<file path="config.mk">
export PLATFORM = sky130hd
export DESIGN_NAME = pshpul_seq
export DESIGN_NICKNAME = d
export VERILOG_FILES = /design/src/rtl/pshpul_seq_pkg.sv /design/src/rtl/pshpul_seq_prio_enc.sv /design/src/rtl/pshpul_seq.sv
export SDC_FILE = /design/constraint.sdc
export NUM_CORES = 1
export LEC_CHECK = 0
export BUFFER_PORTS_ARGS = -buffer_cell sky130_fd_sc_hd__buf_4
export CAP_MARGIN = 15
export CORE_AREA = 2 2 101 103
export DETAILED_ROUTE_END_ITERATION = 8
export DIE_AREA = 0 0 103 105
export SLEW_MARGIN = 15
export SYNTH_ARGS = -nofsm -noshare
export SYNTH_HDL_FRONTEND = slang
export SYNTH_SLANG_ARGS = --single-unit
export TNS_END_PERCENT = 20
</file>
<file path="constraint.sdc">
create_clock -name cpu_clk -period 3 [get_ports cpu_clk]
set_input_delay 0 -clock cpu_clk [delete_from_list [all_inputs] [get_ports cpu_clk]]
set_output_delay 0 -clock cpu_clk [all_outputs]
set_load 0.03 [all_outputs]
</file>
<file path="src/rtl/pshpul_seq_pkg.sv">
// pshpul_seq_pkg: shared state encodings, postbyte bit positions and register codes for the PSH/PUL sequencer
package pshpul_seq_pkg;

    typedef enum logic [1:0] {
        PP_IDLE   = 2'd0,
        PP_DEAD   = 2'd1,
        PP_ACCESS = 2'd2,
        PP_FINISH = 2'd3
    } pp_state_e;

    localparam int PPB_CC = 0;
    localparam int PPB_A  = 1;
    localparam int PPB_B  = 2;
    localparam int PPB_DP = 3;
    localparam int PPB_X  = 4;
    localparam int PPB_Y  = 5;
    localparam int PPB_US = 6;
    localparam int PPB_PC = 7;

    localparam logic [3:0] RN_ACCD = 4'h0;
    localparam logic [3:0] RN_IX   = 4'h1;
    localparam logic [3:0] RN_IY   = 4'h2;
    localparam logic [3:0] RN_U    = 4'h3;
    localparam logic [3:0] RN_S    = 4'h4;
    localparam logic [3:0] RN_PC   = 4'h5;
    localparam logic [3:0] RN_ACCA = 4'h8;
    localparam logic [3:0] RN_ACCB = 4'h9;
    localparam logic [3:0] RN_CC   = 4'hA;
    localparam logic [3:0] RN_DP   = 4'hB;
    localparam logic [3:0] RN_INV  = 4'hF;

    // Bit 6 names the stack opposite the one being used
    function automatic logic [3:0] pp_reg_code(input logic [2:0] bit_idx, input logic use_s);
        case (bit_idx)
            3'(PPB_PC): pp_reg_code = RN_PC;
            3'(PPB_US): pp_reg_code = use_s ? RN_U : RN_S;
            3'(PPB_Y):  pp_reg_code = RN_IY;
            3'(PPB_X):  pp_reg_code = RN_IX;
            3'(PPB_DP): pp_reg_code = RN_DP;
            3'(PPB_B):  pp_reg_code = RN_ACCB;
            3'(PPB_A):  pp_reg_code = RN_ACCA;
            default:    pp_reg_code = RN_CC;
        endcase
    endfunction

endpackage

</file>
<file path="src/rtl/pshpul_seq_prio_enc.sv">
// pshpul_prio_enc: picks the next postbyte bit (highest for push, lowest for pull) and flags 16-bit registers
module pshpul_prio_enc
    import pshpul_seq_pkg::*;
(
    input  logic [7:0] mask,
    input  logic       pull,
    output logic [2:0] idx,
    output logic       any,
    output logic       is16
);

    // Later matches override earlier ones, so scan order sets the priority
    always_comb begin
        idx = 3'd0;
        for (int i = 0; i < 8; i++) begin
            if (!pull && mask[i])
                idx = 3'(i);
            if (pull && mask[7-i])
                idx = 3'(7 - i);
        end
        any  = |mask;
        is16 = idx >= 3'(PPB_X);
    end

endmodule

</file>
<file path="src/rtl/pshpul_seq.sv">
// pshpul_seq: 6809 PSHS/PSHU/PULS/PULU byte sequencer; PSHPUL_CYCLE_EXACT_EN adds a dead cycle before the first access
module pshpul_seq
    import pshpul_seq_pkg::*;
(
    input  logic        cpu_clk,
    input  logic        cpu_reset_n,
    input  logic        start,
    input  logic        is_pull,
    input  logic        use_s,
    input  logic [7:0]  mask,
    input  logic [15:0] sp_in,
    output logic [15:0] mem_addr,
    output logic        mem_we,
    output logic        mem_re,
    input  logic        mem_ack,
    output logic [3:0]  reg_sel,
    output logic        byte_hi,
    output logic        busy,
    output logic        done,
    output logic [15:0] sp_out
);

    pp_state_e   state_q, state_d;
    logic [7:0]  mask_q, mask_d;
    logic [15:0] ptr_q, ptr_d;
    logic        pull_q, pull_d;
    logic        use_s_q, use_s_d;
    logic        second_q, second_d;
    logic [2:0]  idx;
    logic        any;
    logic        is16;
    logic        strobe;
    logic        xfer;
    logic        last_byte;

    pshpul_prio_enc u_enc (
        .mask (mask_q),
        .pull (pull_q),
        .idx  (idx),
        .any  (any),
        .is16 (is16)
    );

    assign strobe    = state_q == PP_ACCESS && any;
    assign xfer      = strobe && mem_ack;
    assign last_byte = !is16 || second_q;

    // State and operand registers
    always_ff @(posedge cpu_clk or negedge cpu_reset_n) begin
        if (!cpu_reset_n) begin
            state_q  <= PP_IDLE;
            mask_q   <= 8'd0;
            ptr_q    <= 16'd0;
            pull_q   <= 1'b0;
            use_s_q  <= 1'b0;
            second_q <= 1'b0;
        end else begin
            state_q  <= state_d;
            mask_q   <= mask_d;
            ptr_q    <= ptr_d;
            pull_q   <= pull_d;
            use_s_q  <= use_s_d;
            second_q <= second_d;
        end
    end

    // Latch the request, then step pointer, byte phase and mask on each acknowledged byte
    always_comb begin
        mask_d   = mask_q;
        ptr_d    = ptr_q;
        pull_d   = pull_q;
        use_s_d  = use_s_q;
        second_d = second_q;
        if (state_q == PP_IDLE && start) begin
            mask_d   = mask;
            ptr_d    = sp_in;
            pull_d   = is_pull;
            use_s_d  = use_s;
            second_d = 1'b0;
        end else if (xfer) begin
            ptr_d    = pull_q ? ptr_q + 16'd1 : ptr_q - 16'd1;
            second_d = !last_byte;
            if (last_byte)
                mask_d[idx] = 1'b0;
        end
    end

    // Next state; ACCESS ends once the mask will be empty after this cycle
    always_comb begin
        state_d = state_q;
        case (state_q)
            PP_IDLE:
                if (start)
`ifdef PSHPUL_CYCLE_EXACT_EN
                    state_d = PP_DEAD;
`else
                    state_d = PP_ACCESS;
`endif
            PP_DEAD:   state_d = PP_ACCESS;
            PP_ACCESS: state_d = mask_d == 8'd0 ? PP_FINISH : PP_ACCESS;
            default:   state_d = PP_IDLE;
        endcase
    end

    // Bus strobes, register selector and completion outputs
    always_comb begin
        mem_we   = strobe && !pull_q;
        mem_re   = strobe && pull_q;
        mem_addr = strobe ? (pull_q ? ptr_q : ptr_q - 16'd1) : 16'd0;
        reg_sel  = strobe ? pp_reg_code(idx, use_s_q) : RN_INV;
        byte_hi  = strobe && is16 && (pull_q ? !second_q : second_q);
        busy     = state_q != PP_IDLE;
        done     = state_q == PP_FINISH;
        sp_out   = done ? ptr_q : 16'd0;
    end

endmodule

</file>
Word-level counts from Yosys, hierarchy flattened. Cells that the tools add are included.

Flip-flop bits (word level): 29. Input bits: 30. Output and inout port bits: 41.

Add/subtract/negate cells: 2. Magnitude comparators: 3. Equality and inequality tests: 11. Muxes and demuxes: 35. Bitwise gates (word level): 2. Reduce and logical (&&, ||, !) cells: 33.

Operator list (count): 16-bit two-way mux (6); 3-bit two-way mux (16); 4-bit one-hot mux with 7 select lines (1); 8-bit two-way mux (3); 1-bit logical AND (23); 16-bit by 1-bit adder with 16-bit output (second input constant) (1); 16-bit by 1-bit subtractor with 16-bit output (second input constant) (1); 3-bit == test (second input constant) (4); 8-bit AND (1); 8-bit logical NOT (1); 8-bit inverter (1); 8-bit OR reduction (1); 3-bit by 2-bit == test with 1-bit output (second input constant) (2); 2-bit one-hot mux with 3 select lines (1); 1-bit two-way mux (5); 2-bit == test (second input constant) (2); 1-bit logical NOT (4); 3-bit by 4-bit less-than comparator with 1-bit output (second input constant) (1); 4-bit two-way mux (1); 2-bit nonzero test (2); 1-bit demux with 3-bit select (1); 3-bit by 1-bit == test with 1-bit output (second input constant) (1); 3-bit by 1-bit greater-or-equal comparator with 1-bit output (second input constant) (1); 3-bit greater-or-equal comparator (second input constant) (1); other kinds (5) (5).

Logic depth before layout (Yosys ltp). Gate-level depths: netlist of the first run.

Word-level depth: 28. Gate-level depth with buffers: 8. Depth with buffers taken out: 8.

Hierarchy. A second synthesis of the first run with hierarchy kept.

Cell total of the unflattened synthesis: 312. Area total of the unflattened synthesis: 2394.8 µm².

Modules (own cells, without submodules): pshpul_seq (times used 1, cells each 288, area each 2247.2 µm²); pshpul_prio_enc (times used 1, cells each 24, area each 147.6 µm²).

Worst setup path after synthesis of the first run. No wires, ideal clock.

Path kind: reg-to-output. From: reg ptr_q[0]. To: out mem_addr[14]. Arrival time: 2.478 ns. Path slack: 0.522 ns. Cell stages (with the launch flop): 8. Path buffers: 0. Cells stage by stage: dfrtp_1 > inv_1 > ha_1 > or4b_4 > or3_4 > or3b_4 > xor2_1 > nor2_1.

Word-level cells in the longest chain between the ends: 3.

Ends and longest elaborated chain: start: declaration (RTL line pshpul_seq.sv:25) `logic [15:0] ptr_q, ptr_d;`; start signal: assignment (RTL line pshpul_seq.sv:60) `ptr_q <= ptr_d;`; 16-bit by 1-bit subtractor with 16-bit output (RTL line pshpul_seq.sv:109) `mem_addr = strobe ? (pull_q ? ptr_q : ptr_q - 16'd1) : 16'd0;`; 16-bit two-way mux (2 in a row) (RTL line pshpul_seq.sv:109); end: declaration (RTL line pshpul_seq.sv:12) `output logic [15:0] mem_addr,`.

No other way between the ends.

Worst setup path after layout of the first run. Ends and elaborated chain as after synthesis.

==> impl_metrics.env, run 1 <==
export IMPL_synth_area_um2=2390
export IMPL_wl_per_cell_um=13.9
export IMPL_placementRows=36
export IMPL_ys_ff_latch=29
export IMPL_crit_type="register to output pin"
export IMPL_postCtsHoldBufs=19
export IMPL_yosys_top_cells_area="dfrtp_1 30%, nor2_1 8.5%, xnor2_1 7.3%, a21oi_1 6.1%, and3_1 4.7%"
export IMPL_fin_crit_sh=0.915
export IMPL_synth_edf_count=0
export IMPL_cts_buffer_depth=2
export IMPL_hp_class="input pin to register"
export IMPL_die_x_um=103
export IMPL_min_period_ns=2.74
export IMPL_slowest_delay_ns=0.50
export IMPL_drc=0
export IMPL_dp_slack_ns=0.479
export IMPL_syn_to_final_growth_pct=37.9
export IMPL_clock_latency_ns=0.28
export IMPL_synth_cell_type_count=48
export IMPL_crit_reg2reg_capture="ptr_q[14]$_DFFE_PN0P_"
export IMPL_cp_slowest_cell="or4b_4"
export IMPL_drt_initial_drc_count=90
export IMPL_multi_input_area_um2=1540
export IMPL_synth_nets=351
export IMPL_antenna_found_initial=0
export IMPL_worstPathRequired_ns=3.00
export IMPL_critPathMaxFanout=6
export IMPL_htreeDepth=2
export IMPL_first_pass_iters=4
export IMPL_register_area_um2=726
export IMPL_wirelength_um=7360
export IMPL_fmax_ghz=0.364
export IMPL_dieHeight_um=105
export IMPL_fin_tns_setup_ns=0
export IMPL_fin_nets=429
export IMPL_fillCellCount=1051
export IMPL_path_buf_inv=2
export IMPL_via_per_inst=4.72
export IMPL_grt_pass1_wl_um=12000
export IMPL_holdPathEnd="ptr_q[15]$_DFFE_PN0P_"
export IMPL_start_kind="register"
export IMPL_grt_usage=0.137
export IMPL_endpoint_kind="output pin"
export IMPL_drive_gt1_frac=0.227
export IMPL_grt_pass1_vias=2426
export IMPL_maxCapViolCount=0
export IMPL_worst_pin_slew_ns=0.752
export IMPL_port_buffers=70
export IMPL_slew_headroom=0.498
export IMPL_ys_flop_type="dfrtp_1"
export IMPL_synthCells=317
export IMPL_yosysTopAreaCellShare=0.303
export IMPL_clk_pin_slew_ns=0.07
export IMPL_syn_avg_cell_area_um2=7.55
export IMPL_core_um2=9640
export IMPL_fin_skew_ns=0.00565
export IMPL_final_cell_mix="76 x buf_4, 54 x nor2_1, 29 x a21oi_1, 29 x dfrtp_1, 21 x nand2_1"
export IMPL_postCtsSetupBuffers=0
export IMPL_rsz0062_at_grt="false"
export IMPL_start_util=0.248
export IMPL_cp_data_arrival_time_ns=2.74
export IMPL_drv_slew=0
export IMPL_seq_area_frac_synth=0.303
export IMPL_cp_startpoint="ptr_q[0]$_DFFE_PN0P_"
export IMPL_dieArea_um2=10800
export IMPL_cts_sinks=29
export IMPL_setup_viol=0
export IMPL_status="complete, no violations"
export IMPL_ctsResizeCount=0
export IMPL_grt_overflow=0
export IMPL_grt_start_max_net_pins=30
export IMPL_holdPathStages=3
export IMPL_regToRegStartpoint="ptr_q[0]$_DFFE_PN0P_"
export IMPL_path_cells="inv_1 -> ha_1 -> or4b_4 -> or3_4 -> or3b_4 -> xor2_1 -> nor2_1 -> buf_4"
export IMPL_tritoncts="done"
export IMPL_synth_top_area_cell="dfrtp_1"
export IMPL_gp_congestion=0.838
export IMPL_r2r_cells=8
export IMPL_async_reset_ff_frac=1.00
export IMPL_root_buffer="clkbuf_8"
export IMPL_dr_total_vias=2496
export IMPL_ys_warn_count=0
export IMPL_diodes=0
export IMPL_hold_violations=0
export IMPL_cts_inserted_buffers=5
export IMPL_min_delay_start="sp_in[15]"
export IMPL_postRouteAntennaNets=0
export IMPL_crit_family="simple AND/OR/NAND/NOR gates"
export IMPL_fin_ws_ns=0.256
export IMPL_reg2reg_slack_ns=0.46
export IMPL_mostFrequentLayoutCell="buf_4"
export IMPL_ios=71
export IMPL_dp_hpwl_um=5370
==> final cells by class <==
cell class | instances | share of cell area
Timing Repair Buffer | 95 | 0.230
Tap cell | 133 | 0.0504
Clock buffer | 8 | 0.0243
Multi-Input combinational cell | 256 | 0.466
Inverter | 8 | 0.00909
Sequential cell | 29 | 0.220
==> registers in the layout (all words and copies together) (netlist names) <==
signal / cells
mask_q: 8
ptr_q: 16
pull_q: 1
second_q: 1
state_q: 2
use_s_q: 1
==> worst max-delay path by stage <==
stage	to	slack, ns	depth (start not counted)
after floorplan	mem_addr[14]	0.52	7
final	mem_addr[14]	0.26	8
after global routing	mem_addr[14]	0.09	8
after CTS	mem_addr[14]	0.24	8
after global placement	ptr_q[14]$_DFFE_PN0P_	0.53	8
after detailed placement	ptr_q[14]$_DFFE_PN0P_	0.48	8
==> synthesized netlist by cell type, types with 2 or more instances <==
master    instances
nor2_1           54
a21oi_1          29
dfrtp_1          29
nand2_1          21
clkbuf_1         20
xnor2_1          20
and3_1           18
o21ai_0          15
nor3_1           11
xor2_1           10
nand3_1           9
inv_1             8
mux2i_1           8
or3_1             8
ha_1              4
nand4_1           4
nor2b_1           4
a31oi_1           3
and2_1            3
a21o_1            2
a21oi_2           2
a22oi_1           2
a311oi_1          2
buf_2             2
nand2b_1          2
nor4_1            2
o22ai_1           2
or2_2             2
or4_1             2
==> layer usage <==
| metal | routed length (µm) | vias up | GRT usage |
|---|---|---|---|
| met5 | 0 | - | 0 |
| met4 | 57 | 0 | 0.0273 |
| met3 | 435 | 9 | 0.0254 |
| met2 | 3560 | 90 | 0.231 |
| met1 | 3310 | 1131 | 0.183 |
| li1 | - | 1266 | - |
==> worst reg2reg max path: stages, from the launching register on <==
cell and delay (ns):
dfrtp_1 0.44, inv_1 0.13, ha_1 0.16, or4b_4 0.50
or3_4 0.43, or3b_4 0.39, a21oi_2 0.13, xnor2_1 0.12
a21oi_1 0.08
==> metrics by stage <==
stage,util,instances,instance area [µm²],hold WS [ns]
after global routing,0.343,529,3300,0.0123
after floorplan,-,317,2390,-0.296
after CTS,0.343,529,3300,0.00769
final,0.343,529,3300,0.0173
after global placement,0.315,502,3030,-0.0358
after detailed placement,0.315,502,3030,-0.0320
==> cells by family after synthesis <==
group,synth area share
compound gates,0.173
buf+inv,0.0543
simple gates,0.305
mux,0.0334
xor+xnor,0.110
flops,0.303
fa+ha+maj,0.0209
Power of run 1 is left out: the tool's default activity adds up to more than one toggle a clock period on the data nets, which glitch-free logic cannot reach.
==> run 2, diff against run 1 <==
--- a/config.mk
+++ b/config.mk
@@ -5,7 +5,7 @@
 export SDC_FILE = /design/constraint.sdc
 export NUM_CORES = 1
 export LEC_CHECK = 0
-export BUFFER_PORTS_ARGS = -buffer_cell sky130_fd_sc_hd__buf_4
+export BUFFER_PORTS_ARGS = -buffer_cell sky130_fd_sc_hd__buf_2
 export CAP_MARGIN = 15
 export CORE_AREA = 2 2 101 103
 export DETAILED_ROUTE_END_ITERATION = 8
==> run 2 against run 1 <==
Net effect: flip-flop and latch count unchanged; critical endpoint unchanged; count of clock-buffer cells in the layout down 2; global-route usage about the same; cell count grew 0.19%; sequential share of layout area is 1.1 points higher; largest cell class unchanged; setup slack got worse by 0.025 ns; die area is the same; hold slack better by 0.014 ns; cell area down 4.9%; non-clock buffer count increased by 1; register-to-register slack hardly changed; maximum frequency is 0.90% lower.
==> impl_metrics.env, run 2 (synthesis gave the netlist of run 1 again) <==
export IMPL_rsz0062_at_grt="false"
export IMPL_start_util=0.248
export IMPL_drt_initial_drc_count=88
export IMPL_setup_viol=0
export IMPL_root_buffer="clkbuf_8"
export IMPL_ios=71
export IMPL_wirelength_um=7230
export IMPL_cp_data_arrival_time_ns=2.77
export IMPL_critPathMaxFanout=6
export IMPL_hold_violations=0
export IMPL_ctsResizeCount=0
export IMPL_min_period_ns=2.77
export IMPL_reg_top3="ptr_q x16, mask_q x8, state_q x2"
export IMPL_drv_slew=0
export IMPL_largest_register_ffs=16
export IMPL_drc=0
export IMPL_dp_hpwl_um=5480
export IMPL_dieHeight_um=105
export IMPL_clk_pin_slew_ns=0.06
export IMPL_maxCapViolCount=0
export IMPL_status="complete, no violations"
export IMPL_htreeDepth=2
export IMPL_wl_per_cell_um=13.6
export IMPL_postCtsSetupBuffers=0
export IMPL_port_buffers=70
export IMPL_holdPathStages=3
export IMPL_drive_gt1_frac=0.232
export IMPL_cts_buffer_depth=2
export IMPL_first_pass_iters=4
export IMPL_cp_slowest_cell="or4b_4"
export IMPL_fin_tns_setup_ns=0
export IMPL_cts_inserted_buffers=5
export IMPL_fmax_ghz=0.361
export IMPL_dieArea_um2=10800
export IMPL_endpoint_kind="output pin"
export IMPL_fin_crit_sh=0.923
export IMPL_grt_start_max_net_pins=30
export IMPL_path_cells="inv_1 -> ha_1 -> or4b_4 -> or3_4 -> or3b_4 -> xor2_1 -> nor2_1 -> buf_2"
export IMPL_slowest_delay_ns=0.50
export IMPL_core_um2=9640
export IMPL_via_per_inst=4.71
export IMPL_postRouteAntennaNets=0
export IMPL_start_kind="register"
export IMPL_die_x_um=103
export IMPL_tritoncts="done"
export IMPL_final_cell_mix="70 x buf_2, 54 x nor2_1, 29 x a21oi_1, 29 x dfrtp_1, 21 x nand2_1"
export IMPL_grt_overflow=0
export IMPL_antenna_found_initial=0
export IMPL_grt_pass1_vias=2480
export IMPL_hp_class="input pin to register"
export IMPL_crit_type="register to output pin"
export IMPL_placementRows=36
export IMPL_worst_pin_slew_ns=0.754
export IMPL_clock_latency_ns=0.28
export IMPL_worstPathRequired_ns=3.00
export IMPL_largest_register="ptr_q"
export IMPL_cts_sinks=29
export IMPL_slew_headroom=0.498
export IMPL_timing_hold_ws_ns=0.0315
export IMPL_fin_nets=430
export IMPL_gp_congestion=0.822
export IMPL_syn_to_final_growth_pct=31.1
export IMPL_grt_pass1_wl_um=11900
export IMPL_diodes=0
export IMPL_r2r_cells=8
export IMPL_grt_usage=0.137
export IMPL_dr_total_vias=2495
export IMPL_fin_skew_ns=0.00371
export IMPL_mostFrequentLayoutCell="buf_2"
## run 2: path summary, 6_finish.rpt
kind,from,slack (ns),end
max,ptr_q[0]$_DFFE_PN0P_,0.23,mem_addr[14]
min,mask[6],0.03,mask_q[6]$_DFF_PN0_
max reg2reg,ptr_q[0]$_DFFE_PN0P_,0.46,ptr_q[14]$_DFFE_PN0P_
min reg2reg,use_s_q$_DFFE_PN0P_,0.60,use_s_q$_DFFE_PN0P_
max in group asynchronous,cpu_reset_n,2.25,mask_q[6]$_DFF_PN0_
min in group asynchronous,cpu_reset_n,0.30,ptr_q[6]$_DFFE_PN0P_
## run 2: final cells by class
type	count	area, µm²
fillers	1077	6500
well taps	133	166
clock inverters	2	10.0
inverters	8	30.0
flip-flops and latches	29	726
multi-input cells	256	1540
repair buffers	96	596
clock buffers	6	72.6
## run 2: routing by layer
metal / vias to the layer above / global-route usage / share of wire
met4: 0 / 0.0320 / 0.0091
met2: 82 / 0.231 / 0.48
met5: - / 0 / 0
li1: 1264 / - / -
met1: 1142 / 0.180 / 0.45
met3: 7 / 0.0261 / 0.055
## run 2: repair_timing
item / in CTS / in global routing
hold endpoints to repair: 48 / 0
hold buffers: 20 / 0
endpoints found under the setup margin: 0 / 0
## run 2: metrics by stage
stage | cells | instance area, µm² | utilization | setup slack [ns]
after floorplan | 317 | 2390 | - | 0.522
after global placement | 502 | 2860 | 0.296 | 0.535
after detailed placement | 502 | 2860 | 0.296 | 0.457
after CTS | 530 | 3140 | 0.326 | 0.214
after global routing | 530 | 3140 | 0.326 | 0.128
final | 530 | 3140 | 0.326 | 0.231
## run 2: worst max-delay path: cells and delay by family (launching register included)
kind	cells	cell delay, ns
xor+xnor	1	0.15
flops	1	0.43
fa+ha+maj	1	0.17
simple gates	4	1.41
buf+inv	2	0.32
Power of run 2 is left out for the same reason.
